--- src/rtl/uart_tx_tick_if.sv ---
// Handshake bundle between a frame producer and uart_tx_tick.
// The producer drives payload/request; the transmitter reports busy/done.
`timescale 1ns/1ps
interface uart_tx_tick_if #(
  parameter int DATA_WIDTH = 8
);
  logic [DATA_WIDTH-1:0] i_data;
  logic                  i_start;
  logic                  o_busy;
  logic                  o_done;

  modport master (output i_data, output i_start, input  o_busy, input  o_done);
  modport slave  (input  i_data, input  i_start, output o_busy, output o_done);
endinterface

--- src/rtl/uart_tx_tick.sv ---
// UART transmitter advanced by ticks edge-detected from an asynchronous baud square wave.
// Frame: start, LSB-first data, optional parity, 1 or 2 stop bits; o_tx is registered.
`timescale 1ns/1ps
module uart_tx_tick #(
  parameter int DATA_WIDTH = 8,
  parameter int PARITY_EN  = 0,
  parameter int PARITY_ODD = 0,
  parameter int STOP_BITS  = 1
) (
  input  logic           i_clk,
  input  logic           i_rst,
  input  logic           i_baud_clk,
  uart_tx_tick_if.slave  bus,
  output logic           o_tx
);

  localparam int                CNT_W     = $clog2(DATA_WIDTH + 1);
  localparam logic [CNT_W-1:0]  LAST_BIT  = CNT_W'(DATA_WIDTH - 1);
  localparam logic              LAST_STOP = (STOP_BITS == 2);

  typedef enum logic [2:0] {
    S_IDLE,
    S_ALIGN,
    S_START,
    S_DATA,
    S_PARITY,
    S_STOP
  } state_e;

  state_e                state_q, state_d;
  logic [2:0]            sync_q, sync_d;
  logic [DATA_WIDTH-1:0] shreg_q, shreg_d;
  logic [CNT_W-1:0]      bit_cnt_q, bit_cnt_d;
  logic                  stop_cnt_q, stop_cnt_d;
  logic                  parity_q, parity_d;
  logic                  tx_q, tx_d;
  logic                  busy_q, busy_d;
  logic                  done_q, done_d;
  logic                  tick;

  // sync_q[1:0] is the two-flop synchroniser; sync_q[2] is the edge-detect delay.
  always_comb begin
    sync_d = {sync_q[1:0], i_baud_clk};
  end

  assign tick = sync_q[1] & ~sync_q[2];

  // NOTE: sequential state uses non-blocking assignments so every flop samples pre-edge values.
  always_ff @(posedge i_clk or posedge i_rst) begin
    if (i_rst) begin
      state_q    <= S_IDLE;
      sync_q     <= '0;
      // NOTE: the shift register is a plain register, not a memory, so it is safe and cheap to reset.
      shreg_q    <= '0;
      bit_cnt_q  <= '0;
      stop_cnt_q <= 1'b0;
      parity_q   <= 1'b0;
      tx_q       <= 1'b1;
      busy_q     <= 1'b0;
      done_q     <= 1'b0;
    end else begin
      state_q    <= state_d;
      sync_q     <= sync_d;
      shreg_q    <= shreg_d;
      bit_cnt_q  <= bit_cnt_d;
      stop_cnt_q <= stop_cnt_d;
      parity_q   <= parity_d;
      tx_q       <= tx_d;
      busy_q     <= busy_d;
      done_q     <= done_d;
    end
  end

  // NOTE: every output of this block gets a default first, so no path can infer a latch.
  always_comb begin
    state_d    = state_q;
    shreg_d    = shreg_q;
    bit_cnt_d  = bit_cnt_q;
    stop_cnt_d = stop_cnt_q;
    parity_d   = parity_q;
    done_d     = 1'b0;

    unique case (state_q)
      S_IDLE: begin
        // Accepting does not look at tick: a coincident tick is absorbed by ALIGN.
        if (bus.i_start) begin
          shreg_d  = bus.i_data;
          parity_d = 1'b0;
          state_d  = S_ALIGN;
        end
      end
      S_ALIGN: begin
        if (tick) state_d = S_START;
      end
      S_START: begin
        if (tick) begin
          bit_cnt_d = '0;
          state_d   = S_DATA;
        end
      end
      S_DATA: begin
        if (tick) begin
          shreg_d   = shreg_q >> 1;
          parity_d  = parity_q ^ shreg_q[0];
          bit_cnt_d = bit_cnt_q + 1'b1;
          if (bit_cnt_q == LAST_BIT) begin
            stop_cnt_d = 1'b0;
            state_d    = (PARITY_EN != 0) ? S_PARITY : S_STOP;
          end
        end
      end
      S_PARITY: begin
        if (tick) begin
          stop_cnt_d = 1'b0;
          state_d    = S_STOP;
        end
      end
      S_STOP: begin
        if (tick) begin
          if (stop_cnt_q == LAST_STOP) begin
            stop_cnt_d = 1'b0;
            done_d     = 1'b1;
            state_d    = S_IDLE;
          end else begin
            stop_cnt_d = 1'b1;
          end
        end
      end
      default: state_d = S_IDLE;
    endcase

    // Line level is derived from the next state so o_tx moves on the tick edge itself.
    unique case (state_d)
      S_START:  tx_d = 1'b0;
      S_DATA:   tx_d = shreg_d[0];
      S_PARITY: tx_d = parity_d ^ (PARITY_ODD != 0);
      default:  tx_d = 1'b1;
    endcase

    busy_d = (state_d != S_IDLE);
  end

  assign o_tx       = tx_q;
  assign bus.o_busy = busy_q;
  assign bus.o_done = done_q;

endmodule
--- src/flat_wrapper.sv ---
// flat-port wrapper written by rule: the top's interface ports become plain ports
module uart_tx_tick_flat 
#(
  parameter int DATA_WIDTH = 8,
  parameter int PARITY_EN  = 0,
  parameter int PARITY_ODD = 0,
  parameter int STOP_BITS  = 1
)
  (i_clk, i_rst, i_baud_clk, o_tx, bus_i_data, bus_i_start, bus_o_busy, bus_o_done);
  uart_tx_tick_if #(.DATA_WIDTH(DATA_WIDTH)) bus_i ();
  input  logic i_clk;
  input  logic i_rst;
  input  logic i_baud_clk;
  output logic o_tx;
  input wire logic [$bits(bus_i.i_data)-1:0] bus_i_data;
  input wire logic [$bits(bus_i.i_start)-1:0] bus_i_start;
  output wire logic [$bits(bus_i.o_busy)-1:0] bus_o_busy;
  output wire logic [$bits(bus_i.o_done)-1:0] bus_o_done;
  assign bus_i.i_data = bus_i_data;
  assign bus_i.i_start = bus_i_start;
  assign bus_o_busy = bus_i.o_busy;
  assign bus_o_done = bus_i.o_done;
  uart_tx_tick #(.DATA_WIDTH(DATA_WIDTH), .PARITY_EN(PARITY_EN), .PARITY_ODD(PARITY_ODD), .STOP_BITS(STOP_BITS)) u_core (.i_clk(i_clk), .i_rst(i_rst), .i_baud_clk(i_baud_clk), .bus(bus_i), .o_tx(o_tx));
endmodule
--- config.mk ---
export PLATFORM = sky130hd
export DESIGN_NAME = uart_tx_tick_flat
export DESIGN_NICKNAME = d
export VERILOG_FILES = /design/src/rtl/uart_tx_tick_if.sv /design/src/rtl/uart_tx_tick.sv /design/src/flat_wrapper.sv
export SDC_FILE = /design/constraint.sdc
export NUM_CORES = 1
export LEC_CHECK = 0
export BUFFER_PORTS_ARGS = -buffer_cell sky130_fd_sc_hd__clkbuf_2
export CORE_UTILIZATION = 50
export CTS_CLUSTER_SIZE = 25
export DETAILED_ROUTE_END_ITERATION = 16
export PLACE_DENSITY = 0.83
export SLEW_MARGIN = 15
export SYNTH_ARGS = -nofsm -noshare
export SYNTH_HDL_FRONTEND = slang
export SYNTH_SLANG_ARGS = --single-unit
--- constraint.sdc ---
create_clock -name i_clk -period 2.25 [get_ports i_clk]
set_input_delay 0.225 -clock i_clk [delete_from_list [all_inputs] [get_ports i_clk]]
set_output_delay 0.225 -clock i_clk [all_outputs]
set_load 0.05 [all_outputs]
==> impl_results.md, run 1 <==
* Crit path depth at 5
* Buf/Inv on CP at 0
* Nets at 123
* Startpoint Class: flop
* Reg2reg setup slack at 0.48 ns
* Yosys reg bits at 22
* Clock Latency Late Sink at 0.32 ns
* Worst reg2reg endpoint: u_core.o_tx
* Setup TNS at 0 ns
* Initial antenna violation count at 0
* Status: completed
* Setup Fix Bufs, Post-CTS at 0
* Multiplexer area fraction after synthesis at 0.0204
* # diodes at 0
* Via count at 709
* Routed WL at 1700 um
* Initial Utilization at 0.551
* CP Capture Type: flop
* Pleak at 0.552 nW
* Main combinational cell family by area after synthesis: simple AND/OR/NAND/NOR gates
* Final core occ at 0.632
* Crit path kind: flop to flop
* RSZ-0062 raised after global routing: no
* Synth Area in Adders at 0.0127
* DPL Wire Length at 1260 um
* Clock root buffer: clkbuf_4
* Residual DRC count at 0
* RD Place Congestion at 0.728
* Core Rows at 15
* Worst-case vdd ir drop at 0.678 mV
* PortBufs at 14
* Die width at 46.3 um
* Post-Syn Nets at 105
* Grt met3 use at 0.0588
* First-pass GRT wire length at 2730 um
* Final ANT Viol Nets at 0
* Final min period at 1.77 ns
* Synth Warn # at 0
* Vias in the first global route at 659
* Final Setup Violations at 0
* Simple-gate share of the synthesized area at 0.203
* Share of the synthesized area in the top cell type at 0.535
* Detailed Routing Iterations Pass 1 at 4
* Met2 layer usage reported by global route at 0.300
* TritonCTS buffer count at 3
* Core Area at 0.00178 mm^2
* Pwr/cell area at 1020 mW/mm^2
* Post-Place Cell Area at 0.00106 mm^2
* Synth unique cells at 32
* Grt peak-use layer: met2
* Worst path slowest cell: dfrtp_1
* R2R cell count at 5
* Register area share after synthesis at 0.562
* Clock sinks at 22
* CP top delay family: compound AO/OA/AOI/OAI gates
* Slew margin rel. at 0.465
* Grt met1 use at 0.223
* Clock transition at the registers of the reported paths at 0.12 ns
* Synth Area in Compound Gates at 0.163
* Worst Tran Pin Value at 0.802 ns
* WP data required at 2.51 ns
* Tot GR Track Use at 0.187
* Final hold vios at 0
* Synth Cell Area at 982 um^2
* Final instance area at 0.00113 mm^2
* CP peak stage delay at 0.47 ns
* CTS Buffer Depth at 2
* Number of synthesized flops with an enable pin at 0
* Crit path max fanout at 7
* CTS Hold Buffers Added at 1
* Final Skew at 0.00189 ns
* Htree depth at 1
* Via-per-instance ratio at 5.29
* Area of the die at 0.00215 mm^2
* Fin crit share at 0.787
* Largest cells by area after synthesis: dfrtp_1 54%, nand2_1 8.4%, a22oi_1 4.6%, dfstp_2 2.7%, buf_6 2.3%
* Ports at 15
* Max Freq at 565 MHz
* Min Hold Slack at 0.0199 ns
* Critical-path cell list: nor4b_1 > a21oi_1 > a221o_1 > a21o_1 > o31a_1
* Worst Path Arrival at 2.03 ns
* Total grt overflow at 0
* Area leader, netlist: dfrtp_1
* Async set-reset flop share out of synthesis at 1.00
* Top FF cell, synth: dfrtp_1
* First DRT Iteration DRCs at 19
* P&R area growth vs syn at 14.6%
* XOR/XNOR share of the synthesized area at 0
* Syn Inst Count at 92
* Hold Crit Class: input port to async pin
* Cts repair resizes at 0
* CTS tree: built
* Fin. max-slew vios at 0
* Die height at 46.3 um
* Max-cap violations at 0
* Largest net degree at the start of global routing at 23
* Reg2reg start: u_core.state_q[2]
* Syn Area/Cell at 10.7 um^2
* WL per Instance at 12.7 um
* Layout cells sized above 1 at 0.239
## registers in the layout, summed over array words and instances, names as in the netlist
signal             cells
u_core.o_tx            1
u_core.bus.o_done      1
u_core.state_q         3
u_core.bus.o_busy      1
u_core.sync_q          3
u_core.bit_cnt_q       4
u_core.shreg_q         8
u_core.parity_q        1
## power breakdown
part | internal (mW) | switching, mW
Sequential | 0.494 | 0.0801
Combinational | 0.125 | 0.146
Clock | 0.180 | 0.123
Total | 0.799 | 0.349
## worst reg2reg max path, delay by kind of cell, from the launching register on
family,cells,cell delay (ns)
AOI/OAI and AO/OA,4,0.83
DFF,1,0.47
and+or+nand+nor,1,0.41
## worst max-delay path by stage
stage | slack (ns) | from | to
after floorplan | 0.63 | u_core.state_q[0] | u_core.o_tx
after global placement | 0.55 | u_core.state_q[2] | u_core.o_tx
after detailed placement | 0.52 | u_core.state_q[2] | u_core.o_tx
after CTS | 0.48 | u_core.state_q[2] | u_core.o_tx
after global routing | 0.28 | u_core.state_q[2] | u_core.o_tx
final | 0.48 | u_core.state_q[2] | u_core.o_tx
## logic make-up after synthesis
family                     Yosys count
DFF                                 22
buffers and inverters                6
adders and majority gates            1
muxes                                2
and+or+nand+nor                     40
AOI/OAI and AO/OA                   21
## per-stage QoR
step / std cells / total power [mW] / worst slack [ns]
2_1_floorplan: 92 / 0.802 / 0.625
3_3_place_gp: 129 / 0.833 / 0.553
3_5_place_dp: 129 / 0.853 / 0.516
4_1_cts: 134 / 1.16 / 0.482
5_1_grt: 134 / 1.22 / 0.285
6_report: 134 / 1.15 / 0.479
## layout by cell type, fill, tap and decap left out
cell type	count
dlygate4sd3_1	1
nand3b_1	1
clkbuf_2	14
a21oi_1	1
or3_1	2
mux2i_1	2
o21ai_0	4
a211o_1	1
buf_4	1
nand2_1	22
nor4b_1	1
nor2b_2	1
o21bai_1	1
nor2_1	2
a22o_2	1
nand3_1	2
o21a_2	1
and2_4	1
dfstp_2	1
nand2b_1	2
a22oi_2	1
a22o_1	1
a22oi_1	6
nor3_1	3
inv_1	3
o31a_1	1
nor2b_1	1
a21o_1	2
bufinv_16	1
a221o_1	1
and3b_4	1
clkbuf_4	3
and2_1	1
ha_1	1
dfrtp_1	21
## metal layers
metal  up-vias  share of wire
met5         -              0
met3         4          0.032
met1       335           0.45
met2        16           0.50
li1        354              -
met4         0          0.015
## synthesized netlist by cell type, drive strengths merged, types with 2 or more instances
library cell / instances
nand2: 22
dfrtp: 21
a22oi: 7
o21ai: 4
buf: 3
inv: 3
nor3: 3
a21o: 2
a22o: 2
and2: 2
mux2i: 2
nand2b: 2
nand3: 2
nor2: 2
nor2b: 2
or3: 2
## layout make-up
type | count | area, um^2
clock buffers | 3 | 22.5
clock inverters | 1 | 30.0
fillers | 155 | 657
inverters | 3 | 11.3
multi-input cells | 64 | 392
flip-flops and latches | 22 | 552
well taps | 25 | 31.3
repair buffers | 16 | 87.6
(Power assumes the default switching activity.)
==> run 2: changes to the inputs <==
Settings changed: ABC_AREA set to 1, PLACE_DENSITY 0.83 to 0.82.
Clock period 2.25 ns to 1.7 ns, I/O delays scaled along.
==> run 2 against run 1 <==
  * Die area grew 5.7%
  * Largest power group unchanged
  * Global-route usage grew 2.5 points
  * Critical path type unchanged
  * Clock skew grew 0.012 ns
  * Critical path depth is the same
  * Non-clock buffer count up 1
  * Sequential share of layout area shrank 3.3 points
  * Design area is 7.3% higher
  * Combinational power rose to 2.7 times the previous value
  * Utilization decreased by 1.6 points
  * Register-to-register slack lost 0.22 ns
  * Sequential power rose by 43%
  * Highest routed layer unchanged
  * Hold slack better by 0.030 ns
==> impl_results.md, run 2 <==
* Crit path max fanout at 8 (was 7)
* Largest cells by area after synthesis: dfrtp_1 50%, nand2_1 11%, nand3_1 5.8%, inv_1 5.0%, nor2_1 3.6% (was dfrtp_1 54%, nand2_1 8.4%, a22oi_1 4.6%, dfstp_2 2.7%, buf_6 2.3%)
* Worst-case vdd ir drop at 0.871 mV (was 0.678 mV)
* Tot GR Track Use at 0.212 (was 0.187)
* Worst Path Arrival at 1.68 ns (was 2.03 ns)
* Clock Latency Late Sink at 0.32 ns (about the same)
* Top Registers: u_core.shreg_q x8, u_core.bit_cnt_q x4 (unchanged)
* Area leader, netlist: dfrtp_1 (unchanged)
* Crit path kind: flop to flop (unchanged)
* Most common cell after layout, fill and taps aside: nand2_1 (unchanged)
* Number of fillers in the final layout at 185 (was 155)
* Vias in the first global route at 789 (was 659)
* Largest net degree at the start of global routing at 23 (unchanged)
* Async set-reset flop share out of synthesis at 1.00 (unchanged)
* Synth Cell Area at 0.00104 mm^2 (was 982 um^2)
* Clock root buffer: clkbuf_4 (unchanged)
* Startpoint Class: flop (unchanged)
* Pleak at 0.625 nW (was 0.552 nW)
* Via-per-instance ratio at 5.23 (was 5.29)
* Hold Crit Class: input port to flop (was input port to async pin)
* Final Setup Violations at 0 (unchanged)
* Most frequent cell after synthesis: nand2_1 (unchanged)
* CP top delay family: flip-flops (was compound AO/OA/AOI/OAI gates)
* Max-cap violations at 0 (unchanged)
* Placed cell count at 164 (was 129)
* Die width at 47.6 um (was 46.3 um)
* Initial antenna violation count at 0 (unchanged)
* Share of the synthesized area in the top cell type at 0.505 (was 0.535)
* First-pass GRT wire length at 3280 um (was 2730 um)
* Htree depth at 1 (unchanged)
* Die height at 47.6 um (was 46.3 um)
* Worst path slowest cell: dfrtp_1 (unchanged)
* Fin crit share at 0.849 (was 0.787)
* CTS Buffer Depth at 2 (unchanged)
* CTS Hold Buffers Added at 2 (was 1)
* Total grt overflow at 0 (unchanged)
* Final min period at 1.44 ns (was 1.77 ns)
* Status: completed (unchanged)
* Setup TNS at 0 ns (unchanged)
* Synth cell count leaders: 31 x nand2_1, 21 x dfrtp_1, 14 x inv_1, 12 x nand3_1, 10 x nor2_1 (was 22 x nand2_1, 21 x dfrtp_1, 6 x a22oi_1, 4 x o21ai_0)
* Final hold vios at 0 (unchanged)
* Finished Layout Cells at 170 (was 134)
* Worst Tran Pin Value at 0.308 ns (was 0.802 ns)
* Max reg flops at 8 (unchanged)
* Buf/Inv on CP at 1 (was 0)
* PortBufs at 14 (unchanged)
* Routed WL at 2000 um (was 1700 um)
* Yosys reg bits at 22 (unchanged)
* Setup Fix Bufs, Post-CTS at 0 (unchanged)
* CP peak stage delay at 0.47 ns (about the same)
* Core Rows at 16 (was 15)
* Top FF cell, synth: dfrtp_1 (unchanged)
* RD Place Congestion at 0.847 (was 0.728)
* Syn Inst Count at 122 (was 92)
* RSZ-0062 raised after global routing: no (unchanged)
* Final ANT Viol Nets at 0 (unchanged)
* Critical-path cell list: nor2_1 > nand3_2 > inv_1 > a22oi_1 > o21ai_0 (was nor4b_1 > a21oi_1 > a221o_1 > a21o_1 > o31a_1)
* Fin. max-slew vios at 0 (unchanged)
* Max Freq at 693 MHz (was 565 MHz)
* First DRT Iteration DRCs at 38 (was 19)
* P&R area growth vs syn at 16.1% (was 14.6%)
* Core Area at 0.00196 mm^2 (was 0.00178 mm^2)
* Synth Warn # at 0 (unchanged)
* Final Skew at 0.0141 ns (was 0.00189 ns)
* Residual DRC count at 0 (unchanged)
* Number of synthesized flops with an enable pin at 0 (unchanged)
* Largest Register: u_core.shreg_q (unchanged)
* Ports at 15 (unchanged)
* Area of the die at 0.00227 mm^2 (was 0.00215 mm^2)
* CP Capture Type: flop (unchanged)
* Pwr/cell area at 1530 mW/mm^2 (was 1020 mW/mm^2)
* Nets at 157 (was 123)
* Initial Utilization at 0.531 (was 0.551)
* TritonCTS buffer count at 3 (unchanged)
* Syn Area/Cell at 8.53 um^2 (was 10.7 um^2)
* Layout cells sized above 1 at 0.210 (was 0.239)
* Most frequent cells in the layout: 31 x nand2_1, 21 x dfrtp_1, 14 x inv_1, 14 x clkbuf_2, 12 x nand3_1 (was 22 x nand2_1, 21 x dfrtp_1, 14 x clkbuf_2)
* DPL Wire Length at 1460 um (was 1260 um)
* WP data required at 1.94 ns (was 2.51 ns)
* Post-Syn Nets at 135 (was 105)
* Register area share after synthesis at 0.530 (was 0.562)
* Slew margin rel. at 0.794 (was 0.465)
* Clock sinks at 22 (unchanged)
* CTS tree: built (unchanged)
* # diodes at 0 (unchanged)
* Clock transition at the registers of the reported paths at 0.13 ns (was 0.12 ns)
* Synth unique cells at 24 (was 32)
* Cts repair resizes at 0 (unchanged)
* Detailed Routing Iterations Pass 1 at 4 (unchanged)
* WL per Instance at 11.8 um (was 12.7 um)
* Via count at 889 (was 709)
[run 2: final cells by class]
class,count,area [um^2],share of cell area
well taps,27,33.8,0.0280
flip-flops and latches,22,552,0.457
repair buffers,17,97.6,0.0807
inverters,18,67.6,0.0559
clock buffers,4,36.3,0.0300
multi-input cells,82,422,0.349
[run 2: power breakdown]
part           total [mW]  switching, mW  leakage, nW  internal [mW]
clock               0.293          0.162       0.0210          0.131
sequential          0.820          0.122        0.275          0.698
combinational       0.734          0.486        0.328          0.249
[run 2: cells by family (layout without fill, tap and decap cells)]
group                    Yosys count  in the layout  synth area share
AO/OA/AOI/OAI                     15             15            0.0925
AND/OR/NAND/NOR                   64             64             0.284
buffers and inverters             18             39            0.0649
adder cells (fa/ha/maj)            1              1            0.0120
XOR/XNOR                           2              2            0.0168
flip-flops                        22             22             0.530
[run 2: tightest hold or removal path: stages]
cell and delay, ns:
clkbuf_2 0.07, nand2_1 0.04, nand2_1 0.06
[run 2: worst paths after layout]
kind	from	end	slack [ns]	cells past startpoint
max	u_core.state_q[1]	u_core.shreg_q[2]	0.26	5
min	bus_i_data[7]	u_core.shreg_q[7]	0.05	3
max reg2reg	u_core.state_q[1]	u_core.shreg_q[2]	0.26	5
min reg2reg	u_core.sync_q[0]	u_core.sync_q[1]	0.37	0
max in group asynchronous	i_rst	u_core.o_tx	1.02	4
min in group asynchronous	i_rst	u_core.shreg_q[3]	0.39	4
[run 2: per-layer routing]
layer | vias up | wire length, um | GRT usage
met5 | - | 0 | 0
met4 | 0 | 36 | 0.111
met3 | 7 | 92 | 0.0377
met2 | 32 | 975 | 0.332
met1 | 409 | 894 | 0.283
li1 | 441 | - | -
[run 2: metrics by stage]
stage | hold WS (ns) | utilization | power (mW) | worst slack [ns] | instance area (um^2)
global route | 0.0806 | 0.616 | 1.99 | 0.151 | 1210
finish | 0.0496 | 0.616 | 1.85 | 0.257 | 1210
detailed placement | 0.204 | 0.587 | 1.55 | 0.328 | 1150
CTS | 0.0508 | 0.616 | 1.85 | 0.251 | 1210
floorplan | 0.158 | - | 1.39 | 0.511 | 1040
global placement | 0.196 | 0.587 | 1.53 | 0.305 | 1150
